<file path="src/rtl/axis_demux_1to8_if.sv">
// Bus bundle for the 1-to-8 AXI-Stream style demultiplexer.
// Upstream: sel, s_data, s_valid, s_last -> s_ready.
// Downstream per channel i (0..7): data_i, valid_i, last_i <- ready_i.
// Status: busy (a packet is open and its destination is locked).
// master = upstream source / downstream sinks side, slave = demux side.
interface axis_demux_1to8_if #(
    parameter int unsigned WIDTH = 16
);
    logic [2:0]       sel;
    logic [WIDTH-1:0] s_data;
    logic             s_valid;
    logic             s_last;
    logic             s_ready;

    logic [WIDTH-1:0] data_0, data_1, data_2, data_3;
    logic [WIDTH-1:0] data_4, data_5, data_6, data_7;
    logic             valid_0, valid_1, valid_2, valid_3;
    logic             valid_4, valid_5, valid_6, valid_7;
    logic             last_0, last_1, last_2, last_3;
    logic             last_4, last_5, last_6, last_7;
    logic             ready_0, ready_1, ready_2, ready_3;
    logic             ready_4, ready_5, ready_6, ready_7;

    logic             busy;

    modport master (
        output sel, s_data, s_valid, s_last,
        output ready_0, ready_1, ready_2, ready_3, ready_4, ready_5, ready_6, ready_7,
        input  s_ready, busy,
        input  data_0, data_1, data_2, data_3, data_4, data_5, data_6, data_7,
        input  valid_0, valid_1, valid_2, valid_3, valid_4, valid_5, valid_6, valid_7,
        input  last_0, last_1, last_2, last_3, last_4, last_5, last_6, last_7
    );

    modport slave (
        input  sel, s_data, s_valid, s_last,
        input  ready_0, ready_1, ready_2, ready_3, ready_4, ready_5, ready_6, ready_7,
        output s_ready, busy,
        output data_0, data_1, data_2, data_3, data_4, data_5, data_6, data_7,
        output valid_0, valid_1, valid_2, valid_3, valid_4, valid_5, valid_6, valid_7,
        output last_0, last_1, last_2, last_3, last_4, last_5, last_6, last_7
    );
endinterface

</file>
<file path="src/rtl/axis_demux_1to8.sv">
// 1-to-8 stream demultiplexer with per-packet destination lock.
// The destination is taken from sel on the first beat of a packet and held
// until the beat carrying s_last. A single output register slice carries the
// beat to its channel one cycle after acceptance; s_ready depends only on the
// slice's own destination, so full throughput is sustained.
// Ports: clk, rst_n (async, active-low), bus (slave modport of
// axis_demux_1to8_if: upstream sel/s_data/s_valid/s_last/s_ready, eight
// downstream data_i/valid_i/last_i/ready_i channels, busy).
module axis_demux_1to8 #(
    parameter int unsigned WIDTH = 16
) (
    input  logic                  clk,
    input  logic                  rst_n,
    axis_demux_1to8_if.slave      bus
);
    typedef enum logic {
        IDLE = 1'b0,
        PKT  = 1'b1
    } state_t;

    state_t           state;
    logic [2:0]       dest_lock;
    logic             out_vld;
    logic [2:0]       out_dest;
    logic [WIDTH-1:0] out_data;
    logic             out_last;

    logic [7:0]       ready_vec;
    logic [7:0]       vld_vec;
    logic [2:0]       beat_dest;
    logic             s_ready_int;
    logic             accept;
    logic             drain;

    // Gather per-channel readies so the slice destination can index them.
    always_comb begin
        ready_vec = {bus.ready_7, bus.ready_6, bus.ready_5, bus.ready_4,
                     bus.ready_3, bus.ready_2, bus.ready_1, bus.ready_0};
    end

    // Only the channel currently holding the slice can stall upstream.
    assign s_ready_int = !out_vld || ready_vec[out_dest];
    assign accept      = bus.s_valid && s_ready_int;
    assign drain       = out_vld && ready_vec[out_dest];
    assign beat_dest   = (state == IDLE) ? bus.sel : dest_lock;

    // Packet FSM, destination lock and output slice.
    always_ff @(posedge clk or negedge rst_n) begin
        if (!rst_n) begin
            state     <= IDLE;
            dest_lock <= 3'd0;
            out_vld   <= 1'b0;
            out_dest  <= 3'd0;
            out_data  <= '0;
            out_last  <= 1'b0;
        end else begin
            case (state)
                IDLE: begin
                    if (accept) begin
                        dest_lock <= bus.sel;
                        if (!bus.s_last) begin
                            state <= PKT;
                        end
                    end
                end
                PKT: begin
                    if (accept && bus.s_last) begin
                        state <= IDLE;
                    end
                end
                default: state <= IDLE;
            endcase

            // Accept wins over drain so a simultaneous drain+accept refills the slice.
            if (accept) begin
                out_vld  <= 1'b1;
                out_dest <= beat_dest;
                out_data <= bus.s_data;
                out_last <= bus.s_last;
            end else if (drain) begin
                out_vld <= 1'b0;
            end
        end
    end

    always_comb begin
        vld_vec = '0;
        for (int i = 0; i < 8; i++) begin
            vld_vec[i] = out_vld && (out_dest == 3'(i));
        end
    end

    assign bus.s_ready = s_ready_int;
    assign bus.busy    = (state == PKT);

    assign bus.valid_0 = vld_vec[0];
    assign bus.valid_1 = vld_vec[1];
    assign bus.valid_2 = vld_vec[2];
    assign bus.valid_3 = vld_vec[3];
    assign bus.valid_4 = vld_vec[4];
    assign bus.valid_5 = vld_vec[5];
    assign bus.valid_6 = vld_vec[6];
    assign bus.valid_7 = vld_vec[7];

    // Non-selected channels see zero payload.
    assign bus.data_0 = (out_dest == 3'd0) ? out_data : '0;
    assign bus.data_1 = (out_dest == 3'd1) ? out_data : '0;
    assign bus.data_2 = (out_dest == 3'd2) ? out_data : '0;
    assign bus.data_3 = (out_dest == 3'd3) ? out_data : '0;
    assign bus.data_4 = (out_dest == 3'd4) ? out_data : '0;
    assign bus.data_5 = (out_dest == 3'd5) ? out_data : '0;
    assign bus.data_6 = (out_dest == 3'd6) ? out_data : '0;
    assign bus.data_7 = (out_dest == 3'd7) ? out_data : '0;

    assign bus.last_0 = (out_dest == 3'd0) && out_last;
    assign bus.last_1 = (out_dest == 3'd1) && out_last;
    assign bus.last_2 = (out_dest == 3'd2) && out_last;
    assign bus.last_3 = (out_dest == 3'd3) && out_last;
    assign bus.last_4 = (out_dest == 3'd4) && out_last;
    assign bus.last_5 = (out_dest == 3'd5) && out_last;
    assign bus.last_6 = (out_dest == 3'd6) && out_last;
    assign bus.last_7 = (out_dest == 3'd7) && out_last;
endmodule

</file>
<file path="src/flat_wrapper.sv">
// flat-port wrapper written by rule: the top's interface ports become plain ports
module axis_demux_1to8_flat 
#(
    parameter int unsigned WIDTH = 16
)
  (clk, rst_n, bus_sel, bus_s_data, bus_s_valid, bus_s_last, bus_ready_0, bus_ready_1, bus_ready_2, bus_ready_3, bus_ready_4, bus_ready_5, bus_ready_6, bus_ready_7, bus_s_ready, bus_busy, bus_data_0, bus_data_1, bus_data_2, bus_data_3, bus_data_4, bus_data_5, bus_data_6, bus_data_7, bus_valid_0, bus_valid_1, bus_valid_2, bus_valid_3, bus_valid_4, bus_valid_5, bus_valid_6, bus_valid_7, bus_last_0, bus_last_1, bus_last_2, bus_last_3, bus_last_4, bus_last_5, bus_last_6, bus_last_7);
  axis_demux_1to8_if #(.WIDTH(WIDTH)) bus_i ();
  input  logic clk;
  input  logic rst_n;
  input wire logic [$bits(bus_i.sel)-1:0] bus_sel;
  input wire logic [$bits(bus_i.s_data)-1:0] bus_s_data;
  input wire logic [$bits(bus_i.s_valid)-1:0] bus_s_valid;
  input wire logic [$bits(bus_i.s_last)-1:0] bus_s_last;
  input wire logic [$bits(bus_i.ready_0)-1:0] bus_ready_0;
  input wire logic [$bits(bus_i.ready_1)-1:0] bus_ready_1;
  input wire logic [$bits(bus_i.ready_2)-1:0] bus_ready_2;
  input wire logic [$bits(bus_i.ready_3)-1:0] bus_ready_3;
  input wire logic [$bits(bus_i.ready_4)-1:0] bus_ready_4;
  input wire logic [$bits(bus_i.ready_5)-1:0] bus_ready_5;
  input wire logic [$bits(bus_i.ready_6)-1:0] bus_ready_6;
  input wire logic [$bits(bus_i.ready_7)-1:0] bus_ready_7;
  output wire logic [$bits(bus_i.s_ready)-1:0] bus_s_ready;
  output wire logic [$bits(bus_i.busy)-1:0] bus_busy;
  output wire logic [$bits(bus_i.data_0)-1:0] bus_data_0;
  output wire logic [$bits(bus_i.data_1)-1:0] bus_data_1;
  output wire logic [$bits(bus_i.data_2)-1:0] bus_data_2;
  output wire logic [$bits(bus_i.data_3)-1:0] bus_data_3;
  output wire logic [$bits(bus_i.data_4)-1:0] bus_data_4;
  output wire logic [$bits(bus_i.data_5)-1:0] bus_data_5;
  output wire logic [$bits(bus_i.data_6)-1:0] bus_data_6;
  output wire logic [$bits(bus_i.data_7)-1:0] bus_data_7;
  output wire logic [$bits(bus_i.valid_0)-1:0] bus_valid_0;
  output wire logic [$bits(bus_i.valid_1)-1:0] bus_valid_1;
  output wire logic [$bits(bus_i.valid_2)-1:0] bus_valid_2;
  output wire logic [$bits(bus_i.valid_3)-1:0] bus_valid_3;
  output wire logic [$bits(bus_i.valid_4)-1:0] bus_valid_4;
  output wire logic [$bits(bus_i.valid_5)-1:0] bus_valid_5;
  output wire logic [$bits(bus_i.valid_6)-1:0] bus_valid_6;
  output wire logic [$bits(bus_i.valid_7)-1:0] bus_valid_7;
  output wire logic [$bits(bus_i.last_0)-1:0] bus_last_0;
  output wire logic [$bits(bus_i.last_1)-1:0] bus_last_1;
  output wire logic [$bits(bus_i.last_2)-1:0] bus_last_2;
  output wire logic [$bits(bus_i.last_3)-1:0] bus_last_3;
  output wire logic [$bits(bus_i.last_4)-1:0] bus_last_4;
  output wire logic [$bits(bus_i.last_5)-1:0] bus_last_5;
  output wire logic [$bits(bus_i.last_6)-1:0] bus_last_6;
  output wire logic [$bits(bus_i.last_7)-1:0] bus_last_7;
  assign bus_i.sel = bus_sel;
  assign bus_i.s_data = bus_s_data;
  assign bus_i.s_valid = bus_s_valid;
  assign bus_i.s_last = bus_s_last;
  assign bus_i.ready_0 = bus_ready_0;
  assign bus_i.ready_1 = bus_ready_1;
  assign bus_i.ready_2 = bus_ready_2;
  assign bus_i.ready_3 = bus_ready_3;
  assign bus_i.ready_4 = bus_ready_4;
  assign bus_i.ready_5 = bus_ready_5;
  assign bus_i.ready_6 = bus_ready_6;
  assign bus_i.ready_7 = bus_ready_7;
  assign bus_s_ready = bus_i.s_ready;
  assign bus_busy = bus_i.busy;
  assign bus_data_0 = bus_i.data_0;
  assign bus_data_1 = bus_i.data_1;
  assign bus_data_2 = bus_i.data_2;
  assign bus_data_3 = bus_i.data_3;
  assign bus_data_4 = bus_i.data_4;
  assign bus_data_5 = bus_i.data_5;
  assign bus_data_6 = bus_i.data_6;
  assign bus_data_7 = bus_i.data_7;
  assign bus_valid_0 = bus_i.valid_0;
  assign bus_valid_1 = bus_i.valid_1;
  assign bus_valid_2 = bus_i.valid_2;
  assign bus_valid_3 = bus_i.valid_3;
  assign bus_valid_4 = bus_i.valid_4;
  assign bus_valid_5 = bus_i.valid_5;
  assign bus_valid_6 = bus_i.valid_6;
  assign bus_valid_7 = bus_i.valid_7;
  assign bus_last_0 = bus_i.last_0;
  assign bus_last_1 = bus_i.last_1;
  assign bus_last_2 = bus_i.last_2;
  assign bus_last_3 = bus_i.last_3;
  assign bus_last_4 = bus_i.last_4;
  assign bus_last_5 = bus_i.last_5;
  assign bus_last_6 = bus_i.last_6;
  assign bus_last_7 = bus_i.last_7;
  axis_demux_1to8 #(.WIDTH(WIDTH)) u_core (.clk(clk), .rst_n(rst_n), .bus(bus_i));
endmodule
</file>
<file path="config.mk">
export PLATFORM = sky130hd
export DESIGN_NAME = axis_demux_1to8_flat
export DESIGN_NICKNAME = d
export VERILOG_FILES = /design/src/rtl/axis_demux_1to8_if.sv /design/src/rtl/axis_demux_1to8.sv /design/src/flat_wrapper.sv
export SDC_FILE = /design/constraint.sdc
export NUM_CORES = 1
export LEC_CHECK = 0
export ABC_AREA = 0
export ABC_CLOCK_PERIOD_IN_PS = 2300
export BUFFER_PORTS_ARGS = -buffer_cell sky130_fd_sc_hd__buf_4
export CORE_UTILIZATION = 39
export DETAILED_ROUTE_END_ITERATION = 7
export GPL_TIMING_DRIVEN = 1
export PLACE_DENSITY = 0.81
export SETUP_SLACK_MARGIN = 0.5
export SLEW_MARGIN = 20
export SYNTH_ARGS = -nofsm -noshare
export SYNTH_HDL_FRONTEND = slang
export SYNTH_SLANG_ARGS = --single-unit
</file>
<file path="constraint.sdc">
create_clock -name clk -period 2.3 [get_ports clk]
set_input_delay 0 -clock clk [delete_from_list [all_inputs] [get_ports clk]]
set_output_delay 0 -clock clk [all_outputs]
set_load 0.03 [all_outputs]
</file>
==> Word level (Yosys, flattened, before mapping) <==
Index checks and enable logic that the tools add are counted.
{ "word_totals": {"register_bits": 25, "input_bits": 31, "out_inout_bits": 146, "elab_cells": 56} }
{ "op_classes": {"order_cmp": 1, "eq_ne": 7, "mux": 17, "bitwise": 1, "reduce_logical": 24} }
{ "ops": {"columns": ["cell", "count"], "rows": [
  ["16-bit 2-to-1 mux", 8],
  ["1-bit logical AND", 19],
  ["3-bit equality test (second input constant)", 4],
  ["3-bit by 2-bit equality test with 1-bit output (second input constant)", 2],
  ["1-bit 2-to-1 mux", 6],
  ["3-bit by 4-bit less-than comparator with 1-bit output (second input constant)", 1],
  ["1-bit binary-select mux with 3-bit select", 1],
  ["3-bit by 1-bit equality test with 1-bit output (second input constant)", 1],
  ["3-bit zero test", 1],
  ["3-bit 2-to-1 mux", 1],
  ["1-bit case mux with 2 select lines", 1],
  ["2-bit AND reduction", 1],
  ["2-bit nonzero test", 1],
  ["1-bit zero test", 1],
  ["1-bit logical OR", 1],
  ["1-bit inverter", 1]
]} }

==> Depth between registers and ports, before layout <==
{ "depth": {"word_depth": 7, "ltp_mapped": 7} }

==> Least setup slack after synthesis <==
No wires, ideal clock.
{ "synth_timing": {"path_kind": "register to register", "from": "register u_core.out_dest[0]", "to": "register u_core.out_data[10]", "t_arrival_ns": 1.748, "slack_ns": 0.427, "stages_incl_launch_ff": 8, "period_less_slack_ns": 1.873, "path_cell_list": "dfrtp_1 -> buf_6 -> mux2_1 -> o22ai_2 -> o21ai_4 -> nand2_4 -> buf_8 -> mux2_4"} }
{ "synth_between": {"elab_chain_len": 4} }
{ "synth_rtl": {"columns": ["item", "line", "rtl"], "rows": [
  ["start, declared", "axis_demux_1to8.sv:24", "logic [2:0] out_dest;"],
  ["start signal, assigned", "axis_demux_1to8.sv:77", "out_dest <= beat_dest;"],
  ["1-bit binary-select mux with 3-bit select", "axis_demux_1to8.sv:42", "assign s_ready_int = !out_vld || ready_vec[out_dest];"],
  ["1-bit 2-to-1 mux (implied by the code)", "axis_demux_1to8.sv:42", null],
  ["1-bit logical OR", "axis_demux_1to8.sv:42", null],
  ["net bus_s_ready", "flat_wrapper.sv:22", "output wire logic [$bits(bus_i.s_ready)-1:0] bus_s_ready;"],
  ["1-bit logical AND", "axis_demux_1to8.sv:43", "assign accept = bus.s_valid && s_ready_int;"],
  ["end signal, assigned", "axis_demux_1to8.sv:78", "out_data <= bus.s_data;"],
  ["end, declared", "axis_demux_1to8.sv:25", "logic [WIDTH-1:0] out_data;"]
]} }
The timed path passes the listed nets, and every way through them passes these cells. The select of a mux whose other input is x is not followed.
A chain may end at the register's enable or synchronous reset.

==> Final worst setup path <==
{ "layout_timing": {"from": "register u_core.out_dest[0]", "to": "register u_core.out_data[14]"} }
{ "layout_between": {"elab_chain_len": 4} }
{ "layout_rtl": {"columns": ["item", "line"], "rows": [
  ["1-bit binary-select mux with 3-bit select", "axis_demux_1to8.sv:42"],
  ["1-bit 2-to-1 mux (implied by the code)", "axis_demux_1to8.sv:42"],
  ["1-bit logical OR", "axis_demux_1to8.sv:42"],
  ["1-bit logical AND", "axis_demux_1to8.sv:43"]
]} }
Every way passes these cells. The select of a mux whose other input is x is not followed.

==> metrics.cfg <==
[status]
status=complete, no violations

[setup_path]
critPathLaunchType=flip-flop
crit_required_ps=2460
r2r-start=u_core.out_dest[0]$_DFFE_PN0P_
crit_path_start=u_core.out_dest[0]$_DFFE_PN0P_
r2r_slack_ps=510
cp.buffers_inverters=0
timing.rr.end=u_core.out_data[14]$_DFFE_PN0P_
crit_chain=mux2_4 > o22ai_4 > o21ai_4 > nand2_8 > mux2_2
cp_slowest_cell=dfrtp_2
critPathArrivalTime_ps=1950
reg2regPathDepth=5
path_depth=5
cp_slowest_stage_delay_ps=470
crit_family=multiplexers
crit_type=flip-flop to flip-flop
critical_path.max_fanout=18
setup.worst_path.end_class=flip-flop

[hold_path]
holdPathEnd=u_core.out_dest[2]$_DFFE_PN0P_
holdPathStages=2
hp-class=input pin to flip-flop
worstHoldStart=bus_s_valid

[finish]
diodes=0
layout.cells.non_filler=503
post-route-util_pct=74.8
layout-drive-gt1-share_pct=52.2
nets=465
syn2layout_area_growth_pct=83.6
fill_cells=394
design_area_sq_mm=0.00384

[yosys]
ys.flop_type=dfrtp_1
synth_seq_cells=25
yosys.area.top_type_share_pct=37.7
yosys-top-cells-count=126 x and2_1, 25 x dfrtp_1, 18 x and3_1
ys_types=24
ys_warn_count=0
synth_seq_area_share_pct=29.9
synth_area_sq_mm=0.00209
yosys.cell_count.top_type=and2_1
synth-edff-count=0
synthArstFlopShare_pct=100
syn_avg_cell_area_sq_um=8.95
syn_nets=265
yosysTopAreaCell=and2_1
syn_inst=234
yosys-top-cells-area=and2_1 38%, dfrtp_1 30%, mux2_4 6.5%, mux2_2 5.9%, and3_1 5.4%

[clocking]
root_buffer=clkbuf_8
cts_tree=yes
max-clock-path-buffers=2
cts_buffers=3
clk_pin_slew_worst_paths_ps=80
htreeDepth=1
clock-sinks=25
clock_latency_ps=270

[global_route]
grtUsageTotal_pct=28.0
grt_pass1_wl_microns=11600
grt-ovfl-total=0
grt_max_degree=26
antenna_found_initial=0
grt_pass1_vias=2143

[place]
gp_congestion=0.854
dpl_cell_area_sq_mm=0.00350
hpwlAfterDp_microns=5910
dp_cells=474
portBuffers=176

[sta]
setup_viol=0
skew_ps=2.73
tightestPinTransition_ps=356
relSlewSlack_pct=76.2
post-route-min-period_ps=1790
rsz0062_at_grt=yes
fmax_ghz=0.557
timing.setup.tns_ps=0
finalHoldViolations=0
slew_viol_final=0
post-route-period-util_pct=78.0

[routing]
drc_errors=0
drtPass1Iterations=4
vias=2396
wl_microns=8160
wl_per_cell_microns=16.2
avgViaCountPerCell=4.76
drtIter0Drc=77
detail-route-antenna-nets=0

[pwr]
power_mw=5.62
ir_worst_vdd_mv=0.710
cellPowerDensity_mw_per_mm2=1460
leakagePower_nw=2.10

[floorplanning]
io_pins=177
fp.dieW_microns=75.3
die_height_microns=75.3
coreArea_sq_mm=0.00514
start_util_pct=40.7
rows=26
dieArea_sq_mm=0.00566

[job]
cap_violations=0

registers in the layout, summed over array words and instances (netlist names), named ones only:
signal / flops
u_core.out_dest: 3
u_core.out_data: 16
u_core.out_vld: 1
u_core.out_last: 1
u_core.dest_lock: 3
metrics by stage:
stage	setup WS, ps	hold WS, ps
2_1_floorplan	441	-296
3_3_place_gp	394	-87.1
3_5_place_dp	344	-82.8
4_1_cts	500	3.04
5_1_grt	469	13.4
6_report	506	3.94
cells in the final DEF, fill, tap and decap left out:
| cell type | Yosys | routed |
|---|---|---|
| buf_4 | 0 | 185 |
| and2_1 | 126 | 126 |
| dfrtp_1 | 25 | 22 |
| dlygate4sd3_1 | 0 | 21 |
| and3_1 | 18 | 18 |
| mux2_4 | 9 | 12 |
| mux2_2 | 11 | 11 |
| mux2i_1 | 5 | 5 |
| nor2_1 | 7 | 4 |
| nor2_4 | 0 | 3 |
| a21oi_1 | 3 | 3 |
| a31oi_1 | 3 | 3 |
| clkbuf_8 | 0 | 3 |
| dfrtp_2 | 0 | 3 |
| nand2b_2 | 0 | 2 |
| nor3_4 | 0 | 1 |
| inv_1 | 1 | 1 |
| nand2_1 | 1 | 1 |
| o2bb2ai_2 | 1 | 1 |
| o22ai_4 | 0 | 1 |
| o21ai_4 | 1 | 1 |
| nand2_8 | 0 | 1 |
| nand3b_1 | 1 | 1 |
| or2b_1 | 1 | 1 |
| clkbuf_1 | 10 | 1 |
| buf_6 | 1 | 1 |
| clkbuf_2 | 0 | 1 |
area by class of cell:
cell class	instances	area, sq um	share of cell area [%]
inverters	1	3.75	0.0977
flip-flops and latches	25	629	16.4
well taps	70	87.6	2.28
clock buffers	4	45.0	1.17
repair buffers	208	1620	42.0
multi-input cells	195	1460	38.0
cell families after synthesis:
group           after synthesis  share of synthesized area (%)
buf+inv                      14                           3.47
compound gates                9                           3.71
simple gates                158                           46.6
flops                        25                           29.9
mux                          28                           16.4
worst max path at each step:
stage	endpoint	slack [ps]
finish	u_core.out_data[14]$_DFFE_PN0P_	510
CTS	u_core.out_data[14]$_DFFE_PN0P_	500
detailed placement	u_core.out_data[14]$_DFFE_PN0P_	340
global placement	u_core.out_data[14]$_DFFE_PN0P_	390
global route	bus_data_0[5]	470
floorplan	u_core.out_data[10]$_DFFE_PN0P_	440
layer usage:
| metal | vias to the layer above | part of all wire, % | GRT usage [%] | wire [microns] |
|---|---|---|---|---|
| met3 | 18 | 5.3 | 3.35 | 435 |
| li1 | 1158 | - | - | - |
| met5 | - | 0 | 0 | 0 |
| met2 | 99 | 52 | 51.8 | 4240 |
| met1 | 1121 | 40 | 33.0 | 3280 |
| met4 | 0 | 2.4 | 10.9 | 198 |
where the power goes:
| group | internal, mW | switching (mW) | total [mW] |
|---|---|---|---|
| Sequential | 0.665 | 0.505 | 1.17 |
| Combinational | 1.73 | 2.45 | 4.19 |
| Clock | 0.124 | 0.136 | 0.261 |
| Total | 2.52 | 3.10 | 5.62 |
repair_timing:
action / CTS / global route
buffers inserted: 2 / 2
hold buffers: 21 / 0
pin swaps: 0 / 3
endpoints found under the setup margin: 141 / 72
gates resized for setup: 10 / 6
endpoints found under the hold margin: 46 / 0
Power figures use the tool's default switching activity.
